### src/rtl/adder_arbiter.sv
// Two-requester round-robin arbiter that time-shares one external 16-bit adder.
// The winner's operands are registered onto the adder and the sum is captured after SETTLE_CYCLES cycles.
module adder_arbiter #(
  parameter int unsigned SETTLE_CYCLES = 2
) (
  input  logic        clk,
  input  logic        n_rst,
  input  logic        req0,
  input  logic        req1,
  input  logic [15:0] a0,
  input  logic [15:0] b0,
  input  logic        cin0,
  input  logic [15:0] a1,
  input  logic [15:0] b1,
  input  logic        cin1,
  output logic [15:0] add_a,
  output logic [15:0] add_b,
  output logic        add_cin,
  input  logic [15:0] add_sum,
  input  logic        add_ovf,
  output logic        gnt0,
  output logic        gnt1,
  output logic        done0,
  output logic        done1,
  output logic [15:0] result,
  output logic        result_ovf,
  output logic        busy
);

  typedef enum logic [1:0] {
    IDLE   = 2'd0,
    SETTLE = 2'd1,
    DONE   = 2'd2
  } state_e;

  localparam logic [3:0] LAST_CNT = 4'(SETTLE_CYCLES - 1);

  state_e      state_q, state_d;
  logic [3:0]  cnt_q, cnt_d;
  // favour_q names the requester that wins a tie; it points away from the one served last.
  logic        favour_q, favour_d;
  logic        sel_q, sel_d;
  logic        gnt_q, gnt_d;
  logic        done_q, done_d;
  logic [15:0] add_a_q, add_a_d;
  logic [15:0] add_b_q, add_b_d;
  logic        add_cin_q, add_cin_d;
  logic [15:0] result_q, result_d;
  logic        result_ovf_q, result_ovf_d;
  logic        winner;

  always_comb begin
    // NOTE: every variable gets a default first so no path through the case infers a latch.
    state_d      = state_q;
    cnt_d        = cnt_q;
    favour_d     = favour_q;
    sel_d        = sel_q;
    gnt_d        = gnt_q;
    done_d       = 1'b0;
    add_a_d      = add_a_q;
    add_b_d      = add_b_q;
    add_cin_d    = add_cin_q;
    result_d     = result_q;
    result_ovf_d = result_ovf_q;
    winner       = (req0 && req1) ? favour_q : req1;

    case (state_q)
      IDLE: begin
        if (req0 || req1) begin
          sel_d     = winner;
          add_a_d   = winner ? a1 : a0;
          add_b_d   = winner ? b1 : b0;
          add_cin_d = winner ? cin1 : cin0;
          gnt_d     = 1'b1;
          cnt_d     = 4'd0;
          state_d   = SETTLE;
        end
      end
      SETTLE: begin
        cnt_d = cnt_q + 4'd1;
        if (cnt_q == LAST_CNT) begin
          result_d     = add_sum;
          result_ovf_d = add_ovf;
          favour_d     = ~sel_q;
          done_d       = 1'b1;
          state_d      = DONE;
        end
      end
      DONE: begin
        gnt_d   = 1'b0;
        state_d = IDLE;
      end
      default: begin
        gnt_d   = 1'b0;
        state_d = IDLE;
      end
    endcase
  end

  // NOTE: sequential state uses non-blocking assignments so every register samples pre-edge values.
  always_ff @(posedge clk or negedge n_rst) begin
    if (!n_rst) begin
      state_q      <= IDLE;
      cnt_q        <= 4'd0;
      favour_q     <= 1'b0;
      sel_q        <= 1'b0;
      gnt_q        <= 1'b0;
      done_q       <= 1'b0;
      add_a_q      <= 16'd0;
      add_b_q      <= 16'd0;
      add_cin_q    <= 1'b0;
      result_q     <= 16'd0;
      result_ovf_q <= 1'b0;
    end else begin
      state_q      <= state_d;
      cnt_q        <= cnt_d;
      favour_q     <= favour_d;
      sel_q        <= sel_d;
      gnt_q        <= gnt_d;
      done_q       <= done_d;
      add_a_q      <= add_a_d;
      add_b_q      <= add_b_d;
      add_cin_q    <= add_cin_d;
      result_q     <= result_d;
      result_ovf_q <= result_ovf_d;
    end
  end

  // A single grant/done flag steered by sel_q makes the pairs mutually exclusive by construction.
  assign gnt0       = gnt_q & ~sel_q;
  assign gnt1       = gnt_q & sel_q;
  assign done0      = done_q & ~sel_q;
  assign done1      = done_q & sel_q;
  assign add_a      = add_a_q;
  assign add_b      = add_b_q;
  assign add_cin    = add_cin_q;
  assign result     = result_q;
  assign result_ovf = result_ovf_q;
  assign busy       = (state_q != IDLE);

endmodule

### config.mk
export PLATFORM = sky130hd
export DESIGN_NAME = adder_arbiter
export DESIGN_NICKNAME = d
export VERILOG_FILES = /design/src/rtl/adder_arbiter.sv
export SDC_FILE = /design/constraint.sdc
export NUM_CORES = 1
export LEC_CHECK = 0
export ABC_CLOCK_PERIOD_IN_PS = 1980
export BUFFER_PORTS_ARGS = -buffer_cell sky130_fd_sc_hd__clkbuf_2
export CAP_MARGIN = 10
export CORE_UTILIZATION = 40
export CTS_CLUSTER_SIZE = 20
export DETAILED_ROUTE_END_ITERATION = 12
export PLACE_DENSITY_LB_ADDON = 0.12
export SETUP_SLACK_MARGIN = 0.3
export SYNTH_ARGS = -nofsm -noshare
export SYNTH_HDL_FRONTEND = slang
export SYNTH_SLANG_ARGS = --single-unit
### constraint.sdc
create_clock -name clk -period 1.98 [get_ports clk]
set_input_delay 0.396 -clock clk [delete_from_list [all_inputs] [get_ports clk]]
set_output_delay 0.396 -clock clk [all_outputs]
set_load 0.02 [all_outputs]
==> results by group, run 1 <==
Route
  – Final WL: 7920 µm
  – Via count: 2572
  – DRT iter0 DRCs: 165
  – Drt first pass iters: 4
  – Met2 layer wire length in the routed design: 3740 µm
  – # DRC: 0
  – Antenna viol nets, final: 0
  – Met1 WL: 3620 µm
  – Max layer used: met4
  – DR vias/cell: 5.36
  – WL met3: 436 µm
  – Wire per inst: 16.5 µm

Synthesis
  – Yosys reg bits: 60
  – Largest cells by area after synthesis: dfrtp_1 53%, a2bb2oi_1 10%, a311oi_1 10%
  – Post-synth EDFFs: 0
  – Yosys top cell area share: 52.6%
  – Post-synthesis average cell area: 12.0 µm²
  – Cells after Synth: 238
  – Async S/R FF share, synth: 100%
  – Mapped Nets: 327
  – Cell taking the most area after synthesis: dfrtp_1
  – Netlist Area Pre-Place: 2860 µm²
  – Commonest cells in the netlist: 60 x dfrtp_1, 36 x o21ai_0, 33 x a2bb2oi_1, 33 x a311oi_1, 11 x clkbuf_1
  – Synth warn: 0
  – Synth unique cells: 34
  – Main synth FF type: dfrtp_1
  – Most common cell in the synthesized netlist: dfrtp_1
  – Sequential cell area fraction in the yosys report: 52.6%

Timing
  – Number of max-slew violations in the final report: 0
  – Setup Skew: 10.7 ps
  – Worst Slack Setup Final: 360 ps
  – Final hold viol count: 0
  – Fmax: 0.617 GHz
  – Setup_tns: 0 ps
  – Final period utilization: 81.8%
  – Slew margin rel.: 69.8%
  – Final setup fails: 0
  – RSZ-0062 raised after global routing: no
  – Least-Margin Pin Slew: 452 ps
  – Min Tclk post-route: 1620 ps

Finish
  – P&R area growth vs syn: 36.4%
  – Ant. Diodes: 0
  – Share of cells above drive strength 1: 49.7%
  – Total Nets Final: 468
  – Non-filler cells, final: 480

Worst setup path
  – Critical Path Source Type: flip-flop
  – Critical path endpoint category: output pin
  – Worst-case reg-to-reg path depth: 5
  – Worst EP arrival: 1220 ps
  – Worst Path Required: 1580 ps
  – Crit-path max FO: 7
  – CP Class: flip-flop to output pin

Die
  – Core area: 6830 µm²
  – Site Rows: 30
  – Initial Util: 41.8%
  – Die Area: 7480 µm²
  – Die span in y: 86.5 µm
  – Num ports: 142
  – DIE WIDTH: 86.5 µm

Clocking
  – # hold bufs at CTS: 0
  – Sink Count: 60
  – Depth of the CTS H-tree: 3
  – Clk pin slew, worst setup/hold paths: 70 ps
  – Root Driver: clkbuf_8
  – Num CTS Buffers: 9
  – Postcts setup bufs: 1
  – Worst skew pair latency: 340 ps
  – Bufs on Longest Clock Path: 2
  – CTS-repair resized insts: 0
  – TritonCTS clock tree: done

Pwr
  – Pwr dens: 1780 nW/µm²
  – Leakage: 1.90 nW
  – Worst VDD drop: 783 µV

Placement
  – GP Congestion: 0.767
  – Worst slack, placed: 417 ps
  – Port Buffers: 141
  – Dpl cells: 461
  – Dpl hpwl: 4970 µm

Outcome
  – Status: completed

Global routing
  – GRT Total Usage: 22.0%
  – Total gr overflow: 0
  – Largest net degree at the start of global routing: 61
  – Antenna violations before repair: 0
  – Number of global-route vias before repair: 2474
  – First-pass GRT wire length: 12500 µm

Min path
  – HP Class: input pin to asynchronous set/reset pin

Flow run
  – Max-cap viol count: 0
worst paths after layout:
path / start / end / slack, ps
min reg2reg: result_ovf / result_ovf / 510
max reg2reg: state_q[1] / add_a[12] / 400
min in group clk: add_sum[6] / result[6] / 290
min: n_rst / add_b[12] / 50
max: state_q[1] / busy / 360
max in group asynchronous: n_rst / result[9] / 1640
cells by family (layout without fill, tap and decap cells):
kind of cell             after synthesis  in the layout  share of synthesized area, %
AO/OA/AOI/OAI                        108            108                          27.9
XOR/XNOR                               1              1                         0.307
adder cells (fa/ha/maj)                2              2                         0.876
buffers and inverters                 30            174                          5.26
flip-flops                            60             60                          52.6
multiplexers                          18             18                          8.10
AND/OR/NAND/NOR                       19             21                          5.04
sequential cells by signal (all words and copies together) (netlist names):
signal and count:
add_a 16, add_b 16, add_cin 1, cnt_q 4, done_q 1, favour_q 1
gnt_q 1, result 16, result_ovf 1, sel_q 1, state_q 2
layout by cell type, fill, tap and decap left out, drive strengths merged, types with 2 or more instances in the layout:
cell type	count
clkbuf	152
dfrtp	60
o21ai	37
a311oi	33
a2bb2oi	33
mux2	17
buf	12
inv	5
nor2	4
or2	4
bufinv	3
and2	2
and2b	2
nand2b	2
ha	2
clkinv	2
nand2	2
layout make-up:
| class | count | area, µm² |
|---|---|---|
| Sequential cell | 60 | 1500 |
| Clock buffer | 11 | 131 |
| Multi-Input combinational cell | 150 | 1220 |
| Timing Repair Buffer | 153 | 808 |
| Fill cell | 633 | 2930 |
| Inverter | 5 | 18.8 |
| Clock inverter | 5 | 100 |
| Tap cell | 96 | 120 |
power by group:
| group | switching, W | leakage (nW) | internal (W) |
|---|---|---|---|
| Sequential | 0.000380 | 0.689 | 0.00185 |
| Combinational | 0.00191 | 1.09 | 0.00148 |
| Clock | 0.000479 | 0.117 | 0.000833 |
routing by layer:
layer  vias to the layer above  track usage, %
met3                        10            4.38
met2                        99            34.5
met5                         -               0
li1                       1212               -
met4                         0            9.24
met1                      1251            29.8
metrics by stage:
step           cell area [µm²]  hold WS [ps]  power (W)  utilization, %
2_1_floorplan             2860           100    0.00459               -
3_3_place_gp              3650           432    0.00553            53.4
3_5_place_dp              3650           433    0.00556            53.4
4_1_cts                   3900          64.9    0.00699            57.1
5_1_grt                   3900          79.3    0.00735            57.1
6_report                  3900          50.8    0.00692            57.1
critical path, cell delays in order (launching register included):
cell	delay [ps]
dfrtp_1	440
or2_4	300
clkbuf_2	160
No activity file was read; power rests on OpenSTA's default activity.
==> run 2, diff against run 1 <==
- ABC_CLOCK_PERIOD_IN_PS: 1980 -> 1600
- clock period: 1.98 -> 1.6 ns (I/O delays scaled with it)
==> run 2 against run 1 <==
Power up 52%. Final cell count up 4.8%. Non-clock buffer count up 21. Via count up 8.8%. Largest cell class is now multi-input gates. Design area up 19%. Sequential power up 26%. Flip-flop and latch count unchanged.
==> results by group, run 2 (synthesis gave the netlist of run 1 again) <==
Global routing
  – GRT Total Usage: 24.6%
  – Total gr overflow: 0
  – Largest net degree at the start of global routing: 61
  – Antenna violations before repair: 0
  – Number of global-route vias before repair: 2621
  – First-pass GRT wire length: 13800 µm

Flow run
  – Max-cap viol count: 0

Finish
  – Fin area: 4620 µm²
  – Most common cell after layout, fill and taps aside: clkbuf_2
  – Share of cells above drive strength 1: 66.1%
  – Ant. Diodes: 0
  – Multi-input logic area: 1600 µm²
  – Fillers: 546
  – P&R area growth vs syn: 61.8%
  – FF+latch area: 1500 µm²
  – Commonest cells after routing, fill and taps aside: 136 x clkbuf_2, 59 x dfrtp_1, 35 x o21ai_0
  – Total Nets Final: 491

Clocking
  – Sink Count: 60
  – Worst skew pair latency: 350 ps
  – Clk pin slew, worst setup/hold paths: 80 ps
  – Bufs on Longest Clock Path: 2
  – Root Driver: clkbuf_8
  – TritonCTS clock tree: done
  – Num CTS Buffers: 9
  – Depth of the CTS H-tree: 3

Timing
  – Final setup fails: 0
  – Final hold viol count: 0
  – Final period utilization: 96.4%
  – RSZ-0062 raised after global routing: yes
  – Min Tclk post-route: 1540 ps
  – Fmax: 0.649 GHz
  – Setup Skew: 8.11 ps
  – Least-Margin Pin Slew: 433 ps
  – Number of max-slew violations in the final report: 0
  – Slew margin rel.: 71.1%
  – Setup_tns: 0 ps

Die
  – Die Area: 7480 µm²
  – Site Rows: 30
  – Die span in y: 86.5 µm
  – Num ports: 142
  – DIE WIDTH: 86.5 µm
  – Core area: 6830 µm²
  – Initial Util: 41.8%

Worst setup path
  – Worst Path Required: 1870 ps
  – Critical path endpoint category: flip-flop
  – CP Class: flip-flop to flip-flop
  – Reg2reg setup slack: 60 ps
  – Critical Path Source Type: flip-flop
  – Crit-path max FO: 9
  – Worst EP arrival: 1810 ps

Route
  – DR vias/cell: 5.56
  – Wire per inst: 17.9 µm
  – DRT iter0 DRCs: 114
  – # DRC: 0
  – Via count: 2798
  – Final WL: 8990 µm
  – Drt first pass iters: 4
  – Antenna viol nets, final: 0

Outcome
  – Status: completed

Placement
  – Port Buffers: 141
  – GP Congestion: 0.800
  – Post-DP Area: 3720 µm²
  – Dpl hpwl: 5070 µm

Pwr
  – Worst VDD drop: 994 µV
  – Pwr dens: 2280 nW/µm²
  – Leakage: 2.10 nW
  – Total power: 0.0106 W

Min path
  – HP Class: input pin to flip-flop
## run 2: area by class of cell
cell class | count | share of cell area [%]
multi-input combinational | 152 | 34.6
sequential | 60 | 32.5
timing repair buffer | 174 | 25.1
clock buffer | 9 | 2.68
tap | 96 | 2.60
clock inverter | 7 | 2.17
inverter | 5 | 0.406
## run 2: worst max-delay path, cell delays in order (launching register included)
cell and delay, ps:
dfrtp_1 410, or2_4 290, buf_6 140, nor2_4 110, buf_6 130, buf_12 110
buf_16 130, a2bb2oi_2 130
## run 2: metrics by stage
step,hold WS (ps),instances,util [%],setup WS (ps)
after floorplan,24.4,238,-,84.9
after global placement,357,464,54.4,101
after detailed placement,358,464,54.4,61.9
after CTS,188,501,65.7,80.7
after global routing,185,503,67.7,4.71
final,198,503,67.7,58.2
## run 2: final timing paths
path                        startpoint          to  depth (start not counted)
min in group asynchronous        n_rst   add_b[10]                          3
hold / removal             add_sum[11]  result[11]                          2
setup / recovery            state_q[0]   add_a[10]                          7
hold reg to reg              result[1]   result[1]                          1
max in group asynchronous        n_rst       sel_q                          3
setup reg to reg            state_q[0]   add_a[10]                          7
## run 2: per-layer routing
layer	wire [µm]	up-vias	track usage, %
met5	0	-	0
met4	134	0	8.48
met3	483	14	5.33
met2	4350	111	38.8
met1	4020	1404	33.6
li1	-	1269	-
## run 2: timing repair
item	in CTS	in global routing
cloned	6	1
pin swaps	6	5
hold endpoints to repair	55	0
gates resized for setup	58	28
hold buffers	1	0
setup endpoints to repair	58	65
buffers inserted	14	1
## run 2: power by group
group	switching, W	internal (W)
sequential	0.000526	0.00229
combinational	0.00307	0.00313
clock	0.000659	0.000883
